`src/rtl/cache_port_arbiter.sv`:
```
// Two-requester (IFU / LSU) arbiter for the single CPU-side port of the data cache controller.
// Optional macro CACHE_ARB_LSU_PRIO_EN: LSU always wins a tie instead of round-robin.
module cache_port_arbiter #(
    parameter int unsigned ADDR_LEN       = 27,
    parameter int unsigned DATA_LEN       = 32,
    parameter int unsigned TIMEOUT_CYCLES = 4096,
    parameter int unsigned CNT_LEN        = 13
) (
    input  logic                clk,
    input  logic                rstn,
    input  logic                ifu_req,
    input  logic [ADDR_LEN-1:0] ifu_addr,
    output logic                ifu_ack,
    output logic [DATA_LEN-1:0] ifu_rdata,
    input  logic                lsu_req,
    input  logic                lsu_we,
    input  logic [ADDR_LEN-1:0] lsu_addr,
    input  logic [DATA_LEN-1:0] lsu_wdata,
    output logic                lsu_ack,
    output logic [DATA_LEN-1:0] lsu_rdata,
    output logic                cache_req,
    output logic                cache_rw,
    output logic [ADDR_LEN-1:0] cache_addr,
    output logic [DATA_LEN-1:0] cache_wdata,
    input  logic [DATA_LEN-1:0] cache_rdata,
    input  logic                cache_done,
    output logic                err
);

    typedef enum logic [1:0] {S_IDLE, S_BUSY, S_ACK} state_e;

    localparam logic GNT_IFU = 1'b0;
    localparam logic GNT_LSU = 1'b1;
    localparam logic [CNT_LEN-1:0] TIMEOUT_CNT = CNT_LEN'(TIMEOUT_CYCLES);

    state_e              state_q, state_d;
    logic                gnt_q, gnt_d;
    logic                last_grant_q, last_grant_d;
    logic                cache_req_q, cache_req_d;
    logic                cache_rw_q, cache_rw_d;
    logic [ADDR_LEN-1:0] cache_addr_q, cache_addr_d;
    logic [DATA_LEN-1:0] cache_wdata_q, cache_wdata_d;
    logic                ifu_ack_q, ifu_ack_d;
    logic                lsu_ack_q, lsu_ack_d;
    logic [DATA_LEN-1:0] ifu_rdata_q, ifu_rdata_d;
    logic [DATA_LEN-1:0] lsu_rdata_q, lsu_rdata_d;
    logic [CNT_LEN-1:0]  wd_cnt_q, wd_cnt_d;
    logic                err_q, err_d;
    logic                pick_lsu;

`ifdef CACHE_ARB_LSU_PRIO_EN
    assign pick_lsu = lsu_req;
`else
    // On a tie the requester that was not served last time wins.
    assign pick_lsu = lsu_req && (!ifu_req || (last_grant_q == GNT_IFU));
`endif

    always_comb begin
        state_d       = state_q;
        gnt_d         = gnt_q;
        last_grant_d  = last_grant_q;
        cache_req_d   = cache_req_q;
        cache_rw_d    = cache_rw_q;
        cache_addr_d  = cache_addr_q;
        cache_wdata_d = cache_wdata_q;
        ifu_ack_d     = 1'b0;
        lsu_ack_d     = 1'b0;
        ifu_rdata_d   = ifu_rdata_q;
        lsu_rdata_d   = lsu_rdata_q;
        wd_cnt_d      = wd_cnt_q;
        err_d         = err_q;

        unique case (state_q)
            S_IDLE: begin
                if (ifu_req || lsu_req) begin
                    gnt_d         = pick_lsu;
                    last_grant_d  = pick_lsu;
                    cache_addr_d  = pick_lsu ? lsu_addr : ifu_addr;
                    cache_wdata_d = pick_lsu ? lsu_wdata : '0;
                    cache_rw_d    = pick_lsu ? ~lsu_we : 1'b1;
                    cache_req_d   = 1'b1;
                    wd_cnt_d      = '0;
                    state_d       = S_BUSY;
                end
            end
            S_BUSY: begin
                wd_cnt_d = (wd_cnt_q == TIMEOUT_CNT) ? wd_cnt_q : wd_cnt_q + CNT_LEN'(1);
                if (wd_cnt_d == TIMEOUT_CNT) begin
                    err_d = 1'b1;
                end
                if (cache_done) begin
                    if (gnt_q == GNT_IFU) begin
                        ifu_rdata_d = cache_rdata;
                        ifu_ack_d   = 1'b1;
                    end else begin
                        if (cache_rw_q) begin
                            lsu_rdata_d = cache_rdata;
                        end
                        lsu_ack_d = 1'b1;
                    end
                    cache_req_d = 1'b0;
                    state_d     = S_ACK;
                end
            end
            S_ACK: begin
                // Idle cycle with cache_req low lets the cache controller clear its finish flag.
                state_d = S_IDLE;
            end
            default: begin
                state_d = S_IDLE;
            end
        endcase
    end

    always_ff @(posedge clk) begin
        if (!rstn) begin
            state_q       <= S_IDLE;
            gnt_q         <= GNT_IFU;
            last_grant_q  <= GNT_IFU;
            cache_req_q   <= 1'b0;
            cache_rw_q    <= 1'b1;
            cache_addr_q  <= '0;
            cache_wdata_q <= '0;
            ifu_ack_q     <= 1'b0;
            lsu_ack_q     <= 1'b0;
            ifu_rdata_q   <= '0;
            lsu_rdata_q   <= '0;
            wd_cnt_q      <= '0;
            err_q         <= 1'b0;
        end else begin
            state_q       <= state_d;
            gnt_q         <= gnt_d;
            last_grant_q  <= last_grant_d;
            cache_req_q   <= cache_req_d;
            cache_rw_q    <= cache_rw_d;
            cache_addr_q  <= cache_addr_d;
            cache_wdata_q <= cache_wdata_d;
            ifu_ack_q     <= ifu_ack_d;
            lsu_ack_q     <= lsu_ack_d;
            ifu_rdata_q   <= ifu_rdata_d;
            lsu_rdata_q   <= lsu_rdata_d;
            wd_cnt_q      <= wd_cnt_d;
            err_q         <= err_d;
        end
    end

    assign ifu_ack     = ifu_ack_q;
    assign ifu_rdata   = ifu_rdata_q;
    assign lsu_ack     = lsu_ack_q;
    assign lsu_rdata   = lsu_rdata_q;
    assign cache_req   = cache_req_q;
    assign cache_rw    = cache_rw_q;
    assign cache_addr  = cache_addr_q;
    assign cache_wdata = cache_wdata_q;
    assign err         = err_q;

endmodule

```
`config.mk`:
```
export PLATFORM = sky130hd
export DESIGN_NAME = cache_port_arbiter
export DESIGN_NICKNAME = d
export VERILOG_FILES = /design/src/rtl/cache_port_arbiter.sv
export SDC_FILE = /design/constraint.sdc
export NUM_CORES = 1
export LEC_CHECK = 0
export ABC_AREA = 1
export CORE_ASPECT_RATIO = 0.6
export CORE_MARGIN = 3
export CORE_UTILIZATION = 45
export DETAILED_ROUTE_END_ITERATION = 6
export PLACE_DENSITY = 0.88
export SYNTH_ARGS = -nofsm -noshare
export SYNTH_HDL_FRONTEND = slang
export SYNTH_SLANG_ARGS = --single-unit
```
`constraint.sdc`:
```
create_clock -name clk -period 2 [get_ports clk]
set_input_delay 0.4 -clock clk [delete_from_list [all_inputs] [get_ports clk]]
set_output_delay 0.4 -clock clk [all_outputs]
set_load 0.02 [all_outputs]
```
# == Word-level counts from Yosys, hierarchy flattened ==
# Cells that the tools add are included.
# totals
register_bits,144
latchBits,0
mem_bits_rw,0
mem_bits_ro,0
inputBits,124
output_inout_bits,128
elab_cells,48
mem_count,0
# classes
addsub,1
n_mul,0
n_div,0
n_lt_le_gt_ge,0
n_eq_ne,5
n_shift,0
n_mux,14
n_bitwise,2
reduce_logical,14
# ops
cell,n
$mux 32,1
$mux 27,1
$eq 13x13->1 const B,2
$mux 13,2
$pmux 13 s2,1
$add 13x1->13 const B,1
$reduce_and 3->1,3
$reduce_and 2->1,4
$mux 1,5
$mux 2,2
$ne 2x2->1 const B,2
$pmux 2 s2,1
$reduce_and 4->1,1
$eq 2x1->1 const B,1
$logic_not 2->1,1
$logic_or 1x1->1,2
$not 1->1,2
$pmux 1 s2,1
$reduce_bool 2->1,1
$logic_and 1x1->1,1
$logic_not 1->1,1

# == Logic depth before layout (Yosys ltp) ==
# Gate-level depths: netlist of the first run.
# depth
depth_word,4
mapped_depth,12
ltp_nobuf,12

# == Worst setup path before layout of the first run ==
# OpenSTA, ideal clock, no wires.
# synth_path
kind,register to register
from,reg wd_cnt_q[0]
to,reg err_q (netlist: err)
setup_ps,67
arrival_ps,1333
t_required_ps,1933
path_slack_ps,600
path_stages_with_launch,12
n_path_buf,0
cell_sequence,dfxtp_1 -> ha_1 -> nand3_2 -> inv_2 -> nand2_2 -> nand2_1 -> nand2_1 -> nor2_1 -> nand2_1 -> nor2_2 -> nand3_1 -> a21oi_2
# synth_between
elab_chain_len,4
elab_cells_between_ends,5
classes_between,add/sub (1); eq/ne (2); mux (1); reduce/logical (1)
# synth_rtl
item,line,source
start: declaration,47,"logic [CNT_LEN-1:0] wd_cnt_q, wd_cnt_d;"
start signal: assignment,142,wd_cnt_q <= wd_cnt_d;
$add 13x1->13 / $eq 13x13->1 (equally long branches),87,wd_cnt_d = (wd_cnt_q == TIMEOUT_CNT) ? wd_cnt_q : wd_cnt_q + CNT_LEN'(1);
$mux 13 (*),87,
$eq 13x13->1 (*),88,if (wd_cnt_d == TIMEOUT_CNT) begin
$reduce_and 2->1 (no line) (*),-,
end signal: assignment,143,err_q <= err_d;
end: declaration,48,"logic err_q, err_d;"
# Every way passes the cells marked *; elsewhere a longest branch is shown, timed or not.
# A chain may end at the register's enable or synchronous reset.

# == Worst setup path in the final report of the first run ==
# layout_path
from,reg cache_req_q (netlist: cache_req)
to,out cache_req
# layout_lines
item,line,source
start: declaration,39,"logic cache_req_q, cache_req_d;"
start signal: assignment,134,cache_req_q <= cache_req_d;
end: declaration,21,"output logic cache_req,"
# No word-level cell between the ends.

==> impl_results.md, run 1 <==
- CP arrival: 1410 ps
- Chip Width: 150.0 µm
- CTS tree: built
- Max-cap violations: 0
- Drt total wl: 18640 µm
- Row count: 30
- CTS Sinks: 144
- Nets: 1128
- Pwr Density: 839.6 mW/mm²
- Worst path bufs/invs: 1
- Pin count of the biggest net entering global routing: 92
- Synth unique cells: 29
- Vias: 6019
- DRC Markers: 0
- Cell Count, Final, Fillers Out: 1175
- Worst hold slack: 326.7 ps
- Worst-path maximum fanout: 2
- Main combinational cell family by area after synthesis: simple AND/OR/NAND/NOR gates
- First-pass GRT wire length: 29130 µm
- Clk buf depth: 2
- Post-synthesis simple-gate area fraction: 25.38%
- RSZ-0062 raised after global routing: false
- Worst path cell trace: clkdlybuf4s50_1
- Full die area: 0.01386 mm²
- Syn nets: 883
- Syn Std Cell Area: 0.005600 mm²
- Worst setup SP type: flip-flop
- Slew Viols, Final: 0
- Placer Congestion: 0.9014
- Worst skew pair latency: 400 ps
- Leakage: 3.582 nW
- Normalized max-slew margin: 74.14%
- Top_reg_cell synth: dfxtp_1
- Setup-failing EPs final: 0
- Core region area: 0.01171 mm²
- YS warnings: 0
- Final worst path period share: 90.45%
- Post-Synth XOR/XNOR Area: 0.7819%
- Dpl cells: 1143
- TNS Setup: 0 ps
- CP delay by family, top: buffers and inverters
- Vias in the first global route: 5745
- Compound-Gate Fraction of Synth Area: 16.20%
- Hold Path Class: input pin to flip-flop
- Total CTS buffers: 17
- Syn Inst Count: 757
- Antenna cells: 0
- Post-CTS Setup Inserts: 0
- Post-layout util: 76.35%
- Max VDD drop: 660.5 µV
- CTS Hold Buffers Added: 0
- Clock root buffer: clkbuf_16
- Worst endpoint required time: 1600 ps
- Crit path capture type: output port
- Asr flop ratio synth: 0%
- Commonest non-fill, non-tap cell in the layout: clkdlybuf4s50_1
- FMAX: 0.5528 GHz
- Worst Skew: 8.625 ps
- Ports: 252
- Tmin final: 1809 ps
- Outcome: completed
- Area Growth Syn to Fin: 59.65%
- Initial Utilization: 47.82%
- Initial antenna violation count: 0
- DRT iter0 DRCs: 342
- Die Y: 92.42 µm
- Post-synth EDFFs: 0
- GR Util All Layers: 26.37%
- ANT nets after route: 0
- Worst-margin pin slew: 385.5 ps
- Clock transition at the registers of the reported paths: 60 ps
- Most frequent cells in the layout: clkdlybuf4s50_1, nand2_1, nor2_1
- GR Overflow Total: 0
- Cts repair resizes: 0
- Hold Fails Final Rpt: 0
- DR vias/cell: 5.123
- Avg WL per Cell: 15.86 µm
- Share of layout cells above drive strength 1: 6.995%
- CP max stage delay: 650 ps
- HPWL after DPL: 13040 µm
- First-pass DRT Iterations: 5
- Post-synthesis adder-cell area fraction: 0.4468%
- Seq/Total Area, Yosys: 51.47%
- Multiplexer area fraction after synthesis: 0%
- Htree depth: 4
- Number of synthesized register bits: 144
- Slowest CP cell: clkdlybuf4s50_1
- Port bufs: 251
- Avg Synthesized Cell Area: 7.398 µm²
- Type of the worst setup path: flip-flop to output port
kinds of logic (layout without fill, tap and decap cells):
group | Yosys count | after routing
xor gates and xnor gates | 5 | 5
DFF | 144 | 144
buffers and inverters | 77 | 335
and+or+nand+nor | 358 | 358
adders and majority gates | 2 | 2
AOI/OAI and AO/OA | 171 | 171
per-stage QoR:
step                      power [mW]  setup slack (ps)  cell area, µm²
after global placement         4.517             119.9            8374
after CTS                      7.561             169.9            8941
final                          7.507             191.0            8941
after floorplan                3.769             599.7            5600
after global routing           7.795             136.7            8941
after detailed placement       4.535             70.18            8374
report_power, final:
part	internal, mW	switching (mW)	total (mW)	leakage (nW)
clock network	1.79	1.23	3.02	0.270
registers	3.04	0.0931	3.14	1.18
logic	0.660	0.693	1.35	2.14
Yosys cell counts, types with 4 or more instances:
library cell | instances | share of area [%]
nor3_1 | 4 | 0.36
nor2_2 | 6 | 0.67
a31oi_1 | 27 | 3.0
buf_4 | 4 | 0.54
a21oi_1 | 47 | 4.2
nand2_1 | 173 | 12
buf_2 | 11 | 0.98
dfxtp_1 | 144 | 51
o21ai_0 | 90 | 8.0
xor2_1 | 5 | 0.78
nor2_1 | 151 | 10
o21ai_1 | 4 | 0.36
nand3_1 | 15 | 1.3
inv_1 | 27 | 1.8
clkbuf_1 | 27 | 1.8
tightest hold or removal path, stage by stage:
cell and delay (ps):
buf_2 130, o21ai_0 90, nor2_1 50
worst paths after layout:
check,cells past startpoint,startpoint,to,slack (ps)
worst max-delay path,1,cache_req,cache_req,190
worst min-delay path,3,rstn,ifu_rdata[18],330
worst max register to register,9,wd_cnt_q[0],err,350
worst min register to register,2,err,err,460
per-layer routing:
layer	global-route usage, %	vias up	share of wire, %
li1	-	2948	-
met1	30.86	2767	40
met2	44.14	279	47
met3	10.46	25	11
met4	9.056	0	1.7
met5	0	-	0
area by class of cell:
class | count | area [µm²]
clock buffer | 21 | 460.4
clock inverter | 11 | 106.4
fill | 824 | 2770
inverter | 32 | 122.6
multi-input combinational | 536 | 2411
sequential | 144 | 2883
tap | 160 | 200.2
timing repair buffer | 271 | 2758
registers in the layout, summed over array words and instances, names as in the netlist, 2 cells and up:
signal,flops
wd_cnt_q,13
lsu_rdata,32
ifu_rdata,32
cache_wdata,32
state_q,2
cache_addr,27
Power figures use the tool's default switching activity.
==> run 2: changes to the inputs <==
==> constraint.sdc (replaced) <==
create_clock -name clk -period 2 [get_ports clk]
set_input_delay 0.2 -clock clk [delete_from_list [all_inputs] [get_ports clk]]
set_output_delay 0.2 -clock clk [all_outputs]
set_load 0.02 [all_outputs]
==> run 2 against run 1 <==
Against the previous run:
- clock power fell by 4%
- highest routed layer unchanged
- combinational power fell by 3%
- global-route usage fell by 1.2 points
- total power fell by 2.2%
- clock skew fell by 1.0 ps
- final area fell by 1.0%
- critical endpoint is now err
- hold slack got worse by 130 ps
- first-iteration DRC count fell by 9.1%
- critical path type is now flip-flop to flip-flop
- sequential cell count did not move
- utilization fell by 0.79 points
==> impl_results.md, run 2 (synthesis results as in run 1) <==
- CP arrival: 1990 ps (was 1410 ps)
- Crit path capture type: flip-flop (was output port)
- Most frequent cells in the layout: clkdlybuf4s50_1, nand2_1, nor2_1 (unchanged)
- Full die area: 0.01386 mm² (unchanged)
- ANT nets after route: 0 (unchanged)
- Filler cells: 866 (was 824)
- Row count: 30 (unchanged)
- NetSw: 2.031 mW (was 2.014 mW)
- TNS Setup: 0 ps (unchanged)
- CTS Sinks: 144 (unchanged)
- GR Util All Layers: 25.18% (was 26.37%)
- Part of the power in the clock network: 39.5% (was 40.2%)
- Ports: 252 (unchanged)
- Initial Utilization: 47.82% (unchanged)
- CP max stage delay: 400 ps (was 650 ps)
- Htree depth: 4 (unchanged)
- Die Y: 92.42 µm (unchanged)
- Antenna cells: 0 (unchanged)
- First-pass GRT wire length: 27810 µm (was 29130 µm)
- Worst-margin pin slew: 509.9 ps (was 385.5 ps)
- Max VDD drop: 683.1 µV (was 660.5 µV)
- Drt total wl: 18050 µm (was 18640 µm)
- CP delay by family, top: simple AND/OR/NAND/NOR gates (was buffers and inverters)
- Comb power frac: 17.9% (was 18.0%)
- Chip Width: 150.0 µm (unchanged)
- Normalized max-slew margin: 65.97% (was 74.14%)
- Worst Skew: 7.630 ps (was 8.625 ps)
- Clock root buffer: clkbuf_16 (unchanged)
- Clock transition at the registers of the reported paths: 60 ps (about the same)
- Post-CTS Setup Inserts: 0 (unchanged)
- Initial antenna violation count: 0 (unchanged)
- Tmin final: 1653 ps (was 1809 ps)
- Hold Fails Final Rpt: 0 (unchanged)
- Setup-failing EPs final: 0 (unchanged)
- Leakage: 3.529 nW (was 3.582 nW)
- Commonest non-fill, non-tap cell in the layout: clkdlybuf4s50_1 (unchanged)
- Share of layout cells above drive strength 1: 6.818% (was 6.995%)
- Worst-path maximum fanout: 5 (was 2)
- HPWL after DPL: 12980 µm (was 13040 µm)
- Vias: 5896 (was 6019)
- Sw Ratio: 27.65% (was 26.83%)
- CTS tree: built (unchanged)
- FMAX: 0.6048 GHz (was 0.5528 GHz)
- Slowest CP cell: dfxtp_1 (was clkdlybuf4s50_1)
- Cts repair resizes: 0 (unchanged)
- Hold Path Class: input pin to flip-flop (unchanged)
- Worst setup SP type: flip-flop (unchanged)
- DRC Markers: 0 (unchanged)
- Sequential share of power: 42.7% (was 41.8%)
- Int Pwr: 5.314 mW (was 5.493 mW)
- Pin count of the biggest net entering global routing: 78 (was 92)
- Area Growth Syn to Fin: 58.00% (was 59.65%)
- Clk buf depth: 2 (unchanged)
- Nets: 1125 (was 1128)
- RSZ-0062 raised after global routing: false (unchanged)
- Pwr Density: 830.1 mW/mm² (was 839.6 mW/mm²)
- Worst path cell trace: ha_1 > nand3_2 > nor2_2 > nand3_1 > nand2_1 > nand3_1 > nor2_1 > nand3_1 > a21oi_2 (was clkdlybuf4s50_1)
- CTS Hold Buffers Added: 0 (unchanged)
- GR Overflow Total: 0 (unchanged)
- Crit path top cell by count: nand3_1
- Vias in the first global route: 5431 (was 5745)
- Placer Congestion: 0.9199 (was 0.9014)
- Total CTS buffers: 17 (unchanged)
- Avg WL per Cell: 15.40 µm (was 15.86 µm)
- First-pass DRT Iterations: 5 (unchanged)
- Outcome: completed (unchanged)
- DR vias/cell: 5.031 (was 5.123)
- Max-cap violations: 0 (unchanged)
- Worst skew pair latency: 410 ps (was 400 ps)
- Slew Viols, Final: 0 (unchanged)
- Port bufs: 251 (unchanged)
- Final worst path period share: 82.67% (was 90.45%)
- Worst path bufs/invs: 0 (was 1)
- Type of the worst setup path: flip-flop to flip-flop (was flip-flop to output port)
- Worst endpoint required time: 2340 ps (was 1600 ps)
- DRT iter0 DRCs: 311 (was 342)
- Core region area: 0.01171 mm² (unchanged)
- Total chip power: 7.345 mW (was 7.507 mW)
## run 2: cell count changes in the layout (fill, tap and decap cells not counted)
cell,change
clkinv_4,+1
clkbuf_8,-1
clkinvlp_4,+2
buf_4,+1
clkinv_2,-1
bufinv_16,-1
buf_12,-4
clkbuf_1,-1
inv_6,+1
## run 2: path summary, 6_finish.rpt
| check | slack [ps] | end | start | depth (start not counted) |
|---|---|---|---|---|
| worst max-delay path | 350 | err | wd_cnt_q[0] | 9 |
| worst min-delay path | 200 | ifu_rdata[14] | rstn | 3 |
| worst max register to register | 350 | err | wd_cnt_q[0] | 9 |
| worst min register to register | 460 | err | err | 2 |
## run 2: layout make-up
class	instances	area, µm²	share of cell area (%)
Sequential cell	144	2883	32.58
Timing Repair Buffer	268	2685	30.35
Multi-Input combinational cell	536	2411	27.25
Clock buffer	19	442.9	5.006
Tap cell	160	200.2	2.262
Inverter	32	122.6	1.386
Clock inverter	13	103.9	1.174
## run 2: routing by layer
layer | vias to the layer above | global-route usage, % | wire length, µm
met5 | - | 0 | 0
met4 | 0 | 5.479 | 176
met3 | 13 | 9.144 | 1868
met2 | 248 | 41.67 | 8325
met1 | 2702 | 31.62 | 7674
li1 | 2933 | - | -
## run 2: tightest hold or removal path, delay by kind of cell
kind	cells	cell delay [ps]
buffers and inverters	1	200
and+or+nand+nor	1	40
AOI/OAI and AO/OA	1	110
## run 2: per-stage QoR
| stage | cell area (µm²) | utilization (%) | setup slack [ps] | instances | hold slack (ps) |
|---|---|---|---|---|---|
| global route | 8848 | 75.56 | 218.1 | 1172 | 221.6 |
| detailed placement | 8302 | 70.89 | 272.2 | 1140 | 454.8 |
| floorplan | 5600 | - | 599.7 | 757 | 334.9 |
| global placement | 8302 | 70.89 | 325.7 | 1140 | 452.2 |
| CTS | 8848 | 75.56 | 359.4 | 1172 | 181.4 |
| finish | 8848 | 75.56 | 346.5 | 1172 | 200.6 |
## run 2: power by group through the flow
| stage | combinational (mW) | sequential [mW] | clock [mW] |
|---|---|---|---|
| 2_1_floorplan | 0.386 | 3.38 | 0 |
| 3_3_place_gp | 1.30 | 3.19 | 0 |
| 3_5_place_dp | 1.31 | 3.19 | 0 |
| 4_1_cts | 1.32 | 3.13 | 2.95 |
| 5_1_grt | 1.41 | 3.15 | 3.07 |
| 6_report | 1.31 | 3.13 | 2.90 |
